[src/rtl/mux_4x2_pkg.sv]
// ---------------------------------------------------------------------------
// mux_4x2_pkg
// Shared definitions for the 4:1 multiplexer slice.
//   DEFAULT_WIDTH : default data width used by mux_4x2 and mux_4x2_core
//   sel_t         : 2-bit select encoding, S[1] is the MSB
//   SEL_A..SEL_D  : select codes that route A, B, C or D to the output
// ---------------------------------------------------------------------------
package mux_4x2_pkg;

  localparam int DEFAULT_WIDTH = 16;

  typedef logic [1:0] sel_t;

  localparam sel_t SEL_A = 2'b00;
  localparam sel_t SEL_B = 2'b01;
  localparam sel_t SEL_C = 2'b10;
  localparam sel_t SEL_D = 2'b11;

endpackage : mux_4x2_pkg

[src/rtl/mux_4x2_core.sv]
// ---------------------------------------------------------------------------
// mux_4x2_core
// Purely combinational 4:1 word select.
// Ports:
//   A, B, C, D : WIDTH-bit data inputs
//   S          : 2-bit select (SEL_A..SEL_D)
//   Out        : selected word, all-zero when S is not a clean 0..3
// ---------------------------------------------------------------------------
module mux_4x2_core
  import mux_4x2_pkg::*;
#(
  parameter int WIDTH = DEFAULT_WIDTH
) (
  input  logic [WIDTH-1:0] A,
  input  logic [WIDTH-1:0] B,
  input  logic [WIDTH-1:0] C,
  input  logic [WIDTH-1:0] D,
  input  sel_t             S,
  output logic [WIDTH-1:0] Out
);

  // Word select. A case statement (rather than a ?: tree) is used so that
  // an X or Z on S matches none of the explicit codes and falls into the
  // default branch, giving a clean zero instead of merging unselected data
  // into an X result. Out is assigned on every path so no latch is inferred.
  always_comb begin
    Out = '0;
    case (S)
      SEL_A:   Out = A;
      SEL_B:   Out = B;
      SEL_C:   Out = C;
      SEL_D:   Out = D;
      default: Out = '0;
    endcase
  end

endmodule : mux_4x2_core

[src/rtl/mux_4x2.sv]
// ---------------------------------------------------------------------------
// mux_4x2
// 4:1 multiplexer with a combinational output and a one-stage registered
// copy of the result.
// Ports:
//   clk       : clock, all state changes on the rising edge
//   rst_n     : asynchronous active-low reset (clears the registered path)
//   A..D      : WIDTH-bit data inputs, selected by S = 0..3
//   S         : 2-bit select
//   en        : capture enable for the registered path
//   Out       : combinational mux result, unaffected by clk and rst_n
//   Out_q     : mux result captured on the last enabled edge
//   S_q       : select value captured together with Out_q
//   out_valid : high for the one cycle following each capture
// ---------------------------------------------------------------------------
module mux_4x2
  import mux_4x2_pkg::*;
#(
  parameter int WIDTH = DEFAULT_WIDTH
) (
  input  logic             clk,
  input  logic             rst_n,
  input  logic [WIDTH-1:0] A,
  input  logic [WIDTH-1:0] B,
  input  logic [WIDTH-1:0] C,
  input  logic [WIDTH-1:0] D,
  input  logic [1:0]       S,
  input  logic             en,
  output logic [WIDTH-1:0] Out,
  output logic [WIDTH-1:0] Out_q,
  output logic [1:0]       S_q,
  output logic             out_valid
);

  mux_4x2_core #(
    .WIDTH (WIDTH)
  ) u_core (
    .A   (A),
    .B   (B),
    .C   (C),
    .D   (D),
    .S   (S),
    .Out (Out)
  );

  // Captured word and select. They only move on an enabled edge, so any
  // wiggling of S or the data between edges is invisible here. Reset clears
  // them asynchronously so a held value is dropped at once.
  always_ff @(posedge clk or negedge rst_n) begin
    if (!rst_n) begin
      Out_q <= '0;
      S_q   <= SEL_A;
    end else if (en) begin
      Out_q <= Out;
      S_q   <= S;
    end
  end

  // Capture strobe: follows en by one edge, so it is high exactly for the
  // cycle in which freshly captured data is presented on Out_q.
  always_ff @(posedge clk or negedge rst_n) begin
    if (!rst_n) begin
      out_valid <= 1'b0;
    end else begin
      out_valid <= en;
    end
  end

endmodule : mux_4x2

[config.mk]
export PLATFORM = sky130hd
export DESIGN_NAME = mux_4x2
export DESIGN_NICKNAME = d
export VERILOG_FILES = /design/src/rtl/mux_4x2_pkg.sv /design/src/rtl/mux_4x2_core.sv /design/src/rtl/mux_4x2.sv
export SDC_FILE = /design/constraint.sdc
export NUM_CORES = 1
export LEC_CHECK = 0
export CAP_MARGIN = 5
export CORE_ASPECT_RATIO = 0.75
export CORE_MARGIN = 4
export CORE_UTILIZATION = 34
export CTS_CLUSTER_DIAMETER = 120
export DETAILED_ROUTE_END_ITERATION = 6
export PLACE_DENSITY = 0.8
export SLEW_MARGIN = 0
export SYNTH_ARGS = -nofsm -noshare
export SYNTH_HDL_FRONTEND = slang
export SYNTH_SLANG_ARGS = --single-unit
export TNS_END_PERCENT = 5
[constraint.sdc]
create_clock -name clk -period 1.1 [get_ports clk]
set_input_delay 0.11 -clock clk [delete_from_list [all_inputs] [get_ports clk]]
set_output_delay 0.11 -clock clk [all_outputs]
set_load 0.03 [all_outputs]
==> results.yml, run 1 <==
outcome:
  status: "finished, violations left"
  violations: "negative setup slack"
place:
  dp_cells: 293
  io_buffers: 103
  pre_cts_ws_ns: -0.298
  place_congestion: 0.765
  dp_hpwl_um: 4090
layout:
  nets: 332
  regArea_um2: 475
  layout-drive-gt1-share: 0.504
  area_delta_synth_final_pct: 119
  fillerInstances: 226
  fin_cells: 315
  multi_input_area_mm2: 0.00102
global_route:
  grt_pass1_wl_um: 7830
  grt_start_max_net_pins: 20
  antenna_found_initial: 1
  grt.total_usage: 0.193
  overflow: 0
  first_global_vias: 1558
sta:
  finalMaxSlewViolations: 0
  rsz0062_at_grt: "yes"
  fin_worst_skew_ns: 0
  final_hold_viol_count: 0
  slew_headroom: 0.818
  tightest_slew_ns: 0.274
  fmax_ghz: 0.903
  fin_crit_ns: 1.11
  finalCritPeriodShare: 1.01
  setup_violations: 1
  setup_slack_ns: -0.00772
yosys:
  synth_seq_cells: 19
  muxShareOfSynthArea: 0.351
  synth-compound-area-share: 0.148
  synth_cell_types: 13
  synth.avg_cell_area_um2: 12.2
  syn-num-nets: 184
  synthesis.area_mm2: 0.00140
  yosysWarnings: 0
  synth_top_family_by_area: "multiplexers"
  synthAdderAreaFrac: 0
  synth_simple_gate_area_frac: 0.0856
  synth-seq-area-share: 0.339
  syn_inst: 115
  yosys.area_share.xor_xnor: 0
critical_path:
  path_class: "input port to output pin"
  crit_buf_inv: 2
  cp_data_required_time_ns: 0.99
  startpoint: "B[7]"
  crit_family: "buffers and inverters"
  r2r-start: "Out_q[15]$_DFFE_PN0P_"
  crit_path_end_kind: "output pin"
  startpoint_type: "input port"
  cp_slowest_cell: "clkdlybuf4s50_1"
  max_stage_delay_ns: 0.47
  arrival_ns: 1.00
  path_cells: "clkdlybuf4s50_1 > mux2i_2 > mux2i_1 > buf_4"
  worstPathMaxFanout: 2
floorplanning:
  die_area_mm2: 0.00523
  placementRows: 19
  io_pins: 104
  start_util: 0.369
  core_mm2: 0.00380
  die_y_um: 63.6
  die_w_um: 82.2
route:
  initialDrtViolationCount: 30
  via_count: 1588
  drt_first_pass_iters: 4
  via_per_inst: 5.04
  wire_per_inst_um: 19.1
  antenna_left: 0
  drcViolationCount: 0
  wl_um: 6020
flow_run:
  max_cap_viol_count: 0
clock_network:
  cts_buffers: 3
  cts_buffer_depth: 2
  clk_latency_ns: 0.26
  htree_levels: 1
  cts.sinks: 19
  cts_tree: "built"
  path_clk_slew_ns: 0.07
  cts_root_buf: "clkbuf_8"
power:
  p_total_mw: 2.81
  irDropWorstVdd_mv: 1.14
  power.leakage_nw: 1.70
  p_per_area_mw_per_mm2: 915
worst_hold_path:
  hold_path.class: "input port to asynchronous set/reset pin"
## cell families (layout without fill, tap and decap cells)
kind of cell,Yosys count,in the layout
muxes,49,49
and+or+nand+nor,18,18
buffers and inverters,12,159
other,0,1
AOI/OAI and AO/OA,17,17
DFF,19,19
## final timing paths
kind | endpoint | slack (ns) | cells after the start
max | Out[7] | -0.008 | 4
min | Out_q[15]$_DFFE_PN0P_ | 0.20 | 2
max reg2reg | Out_q[15]$_DFFE_PN0P_ | 0.32 | 2
min reg2reg | Out_q[3]$_DFFE_PN0P_ | 0.51 | 2
max in group asynchronous | Out_q[13]$_DFFE_PN0P_ | 0.71 | 2
min in group clk | Out_q[12]$_DFFE_PN0P_ | 0.22 | 3
## cells in the mapped netlist, drive strengths merged
cell    instances  share of area
buf            11          0.074
mux2            1         0.0080
dfrtp          19           0.34
o21ai           1         0.0036
o221ai         16           0.14
inv             1         0.0027
nand2           1         0.0045
nand2b         17          0.081
mux2i          48           0.34
## where the power goes
| part | switching [mW] | total [mW] | leakage (nW) | internal [mW] |
|---|---|---|---|---|
| Clock | 0.247 | 0.499 | 0.0255 | 0.252 |
| Sequential | 0.0581 | 0.839 | 0.232 | 0.781 |
| Combinational | 0.730 | 1.47 | 1.45 | 0.742 |
| Total | 1.04 | 2.81 | 1.70 | 1.78 |
## sequential cells by signal (all words and copies together) (netlist names)
name       cells
Out_q         16
out_valid      1
S_q            2
## metrics by stage
stage | setup TNS (ns) | hold WS (ns) | instance area, um^2 | util
floorplan | -1.51 | -0.186 | 1400 | -
global placement | -7.19 | 0.459 | 2580 | 0.679
detailed placement | -8.32 | 0.482 | 2580 | 0.679
CTS | -0.0225 | 0.202 | 2690 | 0.708
global route | -0.200 | 0.216 | 3070 | 0.807
finish | -0.00772 | 0.198 | 3070 | 0.807
## timing repair
item / in CTS / in global routing
setup buffers: 6 / 10
endpoints found under the setup margin: 18 / 16
cloned: 0 / 1
hold buffers: 0 / 0
gates resized for setup: 35 / 78
## cells in the final DEF, fill, tap and decap left out, types with 3 or more instances in the layout
master | synthesis | final
buf_4 | 2 | 79
dlymetal6s2s_1 | 0 | 40
dlygate4sd2_1 | 0 | 23
mux2i_1 | 48 | 21
dfrtp_1 | 19 | 19
mux2i_2 | 0 | 16
nand2b_1 | 16 | 16
mux2i_4 | 0 | 11
o221ai_2 | 10 | 10
o221ai_1 | 6 | 6
buf_6 | 7 | 4
clkbuf_8 | 0 | 3
clkdlybuf4s50_1 | 0 | 3
buf_12 | 0 | 3
## cell type report
type                    instances  area share
well taps                      52      0.0212
inverters                       1     0.00122
clock inverters                 1     0.00163
multi-input cells              84       0.331
repair buffers                154       0.476
flip-flops and latches         19       0.155
diodes                          1    0.000815
clock buffers                   3      0.0134
## layer usage
metal | GRT usage | routed length (um) | vias up
li1 | - | - | 738
met1 | 0.253 | 2410 | 772
met2 | 0.329 | 3070 | 64
met3 | 0.0271 | 348 | 14
met4 | 0.0456 | 193 | 0
met5 | 0 | 0 | -
Power figures use the tool's default switching activity.
==> run 2, diff against run 1 <==
--- a/config.mk
+++ b/config.mk
@@ -12,7 +12,6 @@
 export CTS_CLUSTER_DIAMETER = 120
 export DETAILED_ROUTE_END_ITERATION = 6
 export PLACE_DENSITY = 0.8
-export SLEW_MARGIN = 0
 export SYNTH_ARGS = -nofsm -noshare
 export SYNTH_HDL_FRONTEND = slang
 export SYNTH_SLANG_ARGS = --single-unit
==> results of run 2 <==
No change in the layout: final DEF, timing and power equal those of run 1.
==> run 3, diff against run 2 <==
--- a/config.mk
+++ b/config.mk
@@ -11,7 +11,9 @@
 export CORE_UTILIZATION = 34
 export CTS_CLUSTER_DIAMETER = 120
 export DETAILED_ROUTE_END_ITERATION = 6
+export GPL_TIMING_DRIVEN = 0
 export PLACE_DENSITY = 0.8
+export SETUP_SLACK_MARGIN = 0.2
 export SYNTH_ARGS = -nofsm -noshare
 export SYNTH_HDL_FRONTEND = slang
 export SYNTH_SLANG_ARGS = --single-unit
==> run 3 against run 2 <==
Compared with the run above: the run still ends with negative setup slack left; final cell count is 3.8% lower; count of clock-buffer cells in the layout up 1; global-route usage rose by 8.5 points; via count up 3.7%; non-clock buffer count down 12; critical endpoint unchanged; largest power group unchanged.
==> results.yml, run 3 (synthesis results as in run 1) <==
clock_network:
  cts_tree: "built"
  path_clk_slew_ns: 0.07
  cts_buffer_depth: 2
  cts_buffers: 3
  ctsHoldBuffers: 0
  cts.sinks: 19
  htree_levels: 1
  cts_root_buf: "clkbuf_8"
  clk_latency_ns: 0.25
route:
  via_per_inst: 5.43
  antenna_left: 0
  wl_um: 7510
  via_count: 1646
  wire_per_inst_um: 24.8
  drcViolationCount: 0
  initialDrtViolationCount: 67
  drt_first_pass_iters: 4
sta:
  fin_crit_ns: 1.12
  setup_violations: 1
  slew_headroom: 0.383
  setup_slack_ns: -0.0156
  rsz0062_at_grt: "yes"
  final_hold_viol_count: 0
  finalCritPeriodShare: 1.01
  finalMaxSlewViolations: 0
  fin_worst_skew_ns: 0
  fmax_ghz: 0.896
  tightest_slew_ns: 0.923
critical_path:
  cp_slowest_cell: "mux2i_4"
  crit_buf_inv: 3
  path_cells: "buf_16 > buf_16 > mux2i_4 > mux2i_4 > buf_6"
  max_stage_delay_ns: 0.31
  crit_family: "buffers and inverters"
  startpoint_type: "input port"
  arrival_ns: 1.01
  worstPathMaxFanout: 7
  r2r-end: "Out_q[10]$_DFFE_PN0P_"
  crit_path_end_kind: "output pin"
  startpoint: "S[1]"
  path_class: "input port to output pin"
  cp.depth: 5
  cp_data_required_time_ns: 0.99
  r2r-start: "Out_q[10]$_DFFE_PN0P_"
  crit_path_end: "Out[7]"
  reg2reg_depth: 3
  r2r_slack_ns: 0.22
place:
  place_congestion: 0.821
  dp_hpwl_um: 4500
  postPlaceCellArea_mm2: 0.00308
  io_buffers: 101
  dp_cells: 268
layout:
  layout_common_cells: "65 x dlygate4sd2_1, 45 x mux2i_4, 27 x buf_4, 21 x buf_6, 19 x dfrtp_1"
  fillerInstances: 140
  regArea_um2: 475
  largestRegisters: "Out_q (16), S_q (2), out_valid (1)"
  area_delta_synth_final_pct: 146
  nets: 320
  layout-drive-gt1-share: 0.560
  largest_register: "Out_q"
  final_area_mm2: 0.00345
  fin_cells: 303
  largest_register_ffs: 16
  multi_input_area_mm2: 0.00139
  layout_commonest_cell: "dlygate4sd2_1"
floorplanning:
  die_area_mm2: 0.00523
  core_mm2: 0.00380
  placementRows: 19
  die_w_um: 82.2
  io_pins: 104
  start_util: 0.369
  die_y_um: 63.6
power:
  p_total_mw: 3.13
  irDropWorstVdd_mv: 0.899
  p_per_area_mw_per_mm2: 908
  power.leakage_nw: 1.40
global_route:
  first_global_vias: 1884
  antenna_found_initial: 1
  overflow: 0
  grt_pass1_wl_um: 10500
  grt.total_usage: 0.277
  grt_start_max_net_pins: 20
worst_hold_path:
  hold_path.class: "input port to flop"
outcome:
  status: "finished, violations left"
  violations: "negative setup slack"
flow_run:
  max_cap_viol_count: 0
run 3: changes by cell type in the layout (fill, tap and decap cells not counted), sizes merged:
cell	previous run	this run
dlygate4sd2	23	65
clkinv	1	0
buf	86	59
clkdlybuf4s15	0	17
clkbuf	5	4
dlymetal6s2s	40	0
clkdlybuf4s50	3	1
run 3: worst min-delay path by stage:
stage	endpoint	cells after the start	slack, ns	start
global placement	Out_q[2]$_DFFE_PN0P_	2	0.48	Out_q[2]$_DFFE_PN0P_
detailed placement	Out_q[4]$_DFFE_PN0P_	2	0.48	Out_q[4]$_DFFE_PN0P_
CTS	out_valid$_DFF_PN0_	1	0.20	en
global route	out_valid$_DFF_PN0_	1	0.20	en
finish	out_valid$_DFF_PN0_	1	0.20	en
floorplan	Out_q[0]$_DFFE_PN0P_	0	-0.19	rst_n
run 3: what timing repair did:
action,4_1_cts,5_1_grt
gates cloned,3,0
endpoints found under the hold margin,0,0
resized for setup,250,5
setup endpoints to repair,72,65
buffers inserted,23,4
run 3: routing by layer:
metal / vias up / GRT usage / part of all wire
li1: 722 / - / -
met1: 818 / 0.319 / 0.37
met2: 84 / 0.506 / 0.53
met3: 22 / 0.0328 / 0.065
met4: 0 / 0.118 / 0.034
met5: - / 0 / 0
run 3: worst register-to-register path, stage by stage, from the launching register on:
cell	delay (ns)
dfrtp_1	0.41
buf_4	0.15
nand2b_1	0.09
o221ai_2	0.11
run 3: final cells by class:
cell class	count	area share
Multi-Input combinational cell	84	0.404
Timing Repair Buffer	131	0.367
Sequential cell	19	0.138
Buffer	11	0.0573
Tap cell	52	0.0189
Clock buffer	4	0.0131
Inverter	1	0.00109
Antenna cell	1	0.000726
run 3: where the power goes:
group          switching, mW  internal (mW)
clock                  0.238          0.258
sequential            0.0630          0.782
combinational          0.891          0.899
run 3: stage by stage:
stage | hold WS [ns] | setup TNS (ns) | util | setup WS [ns]
2_1_floorplan | -0.186 | 0 | - | 0.128
6_report | 0.203 | -0.0156 | 0.907 | -0.0156
5_1_grt | 0.201 | -0.0408 | 0.907 | -0.0227
3_5_place_dp | 0.485 | -17.28 | 0.810 | -0.594
3_3_place_gp | 0.482 | -16.00 | 0.810 | -0.565
4_1_cts | 0.196 | 0 | 0.898 | 0.0364
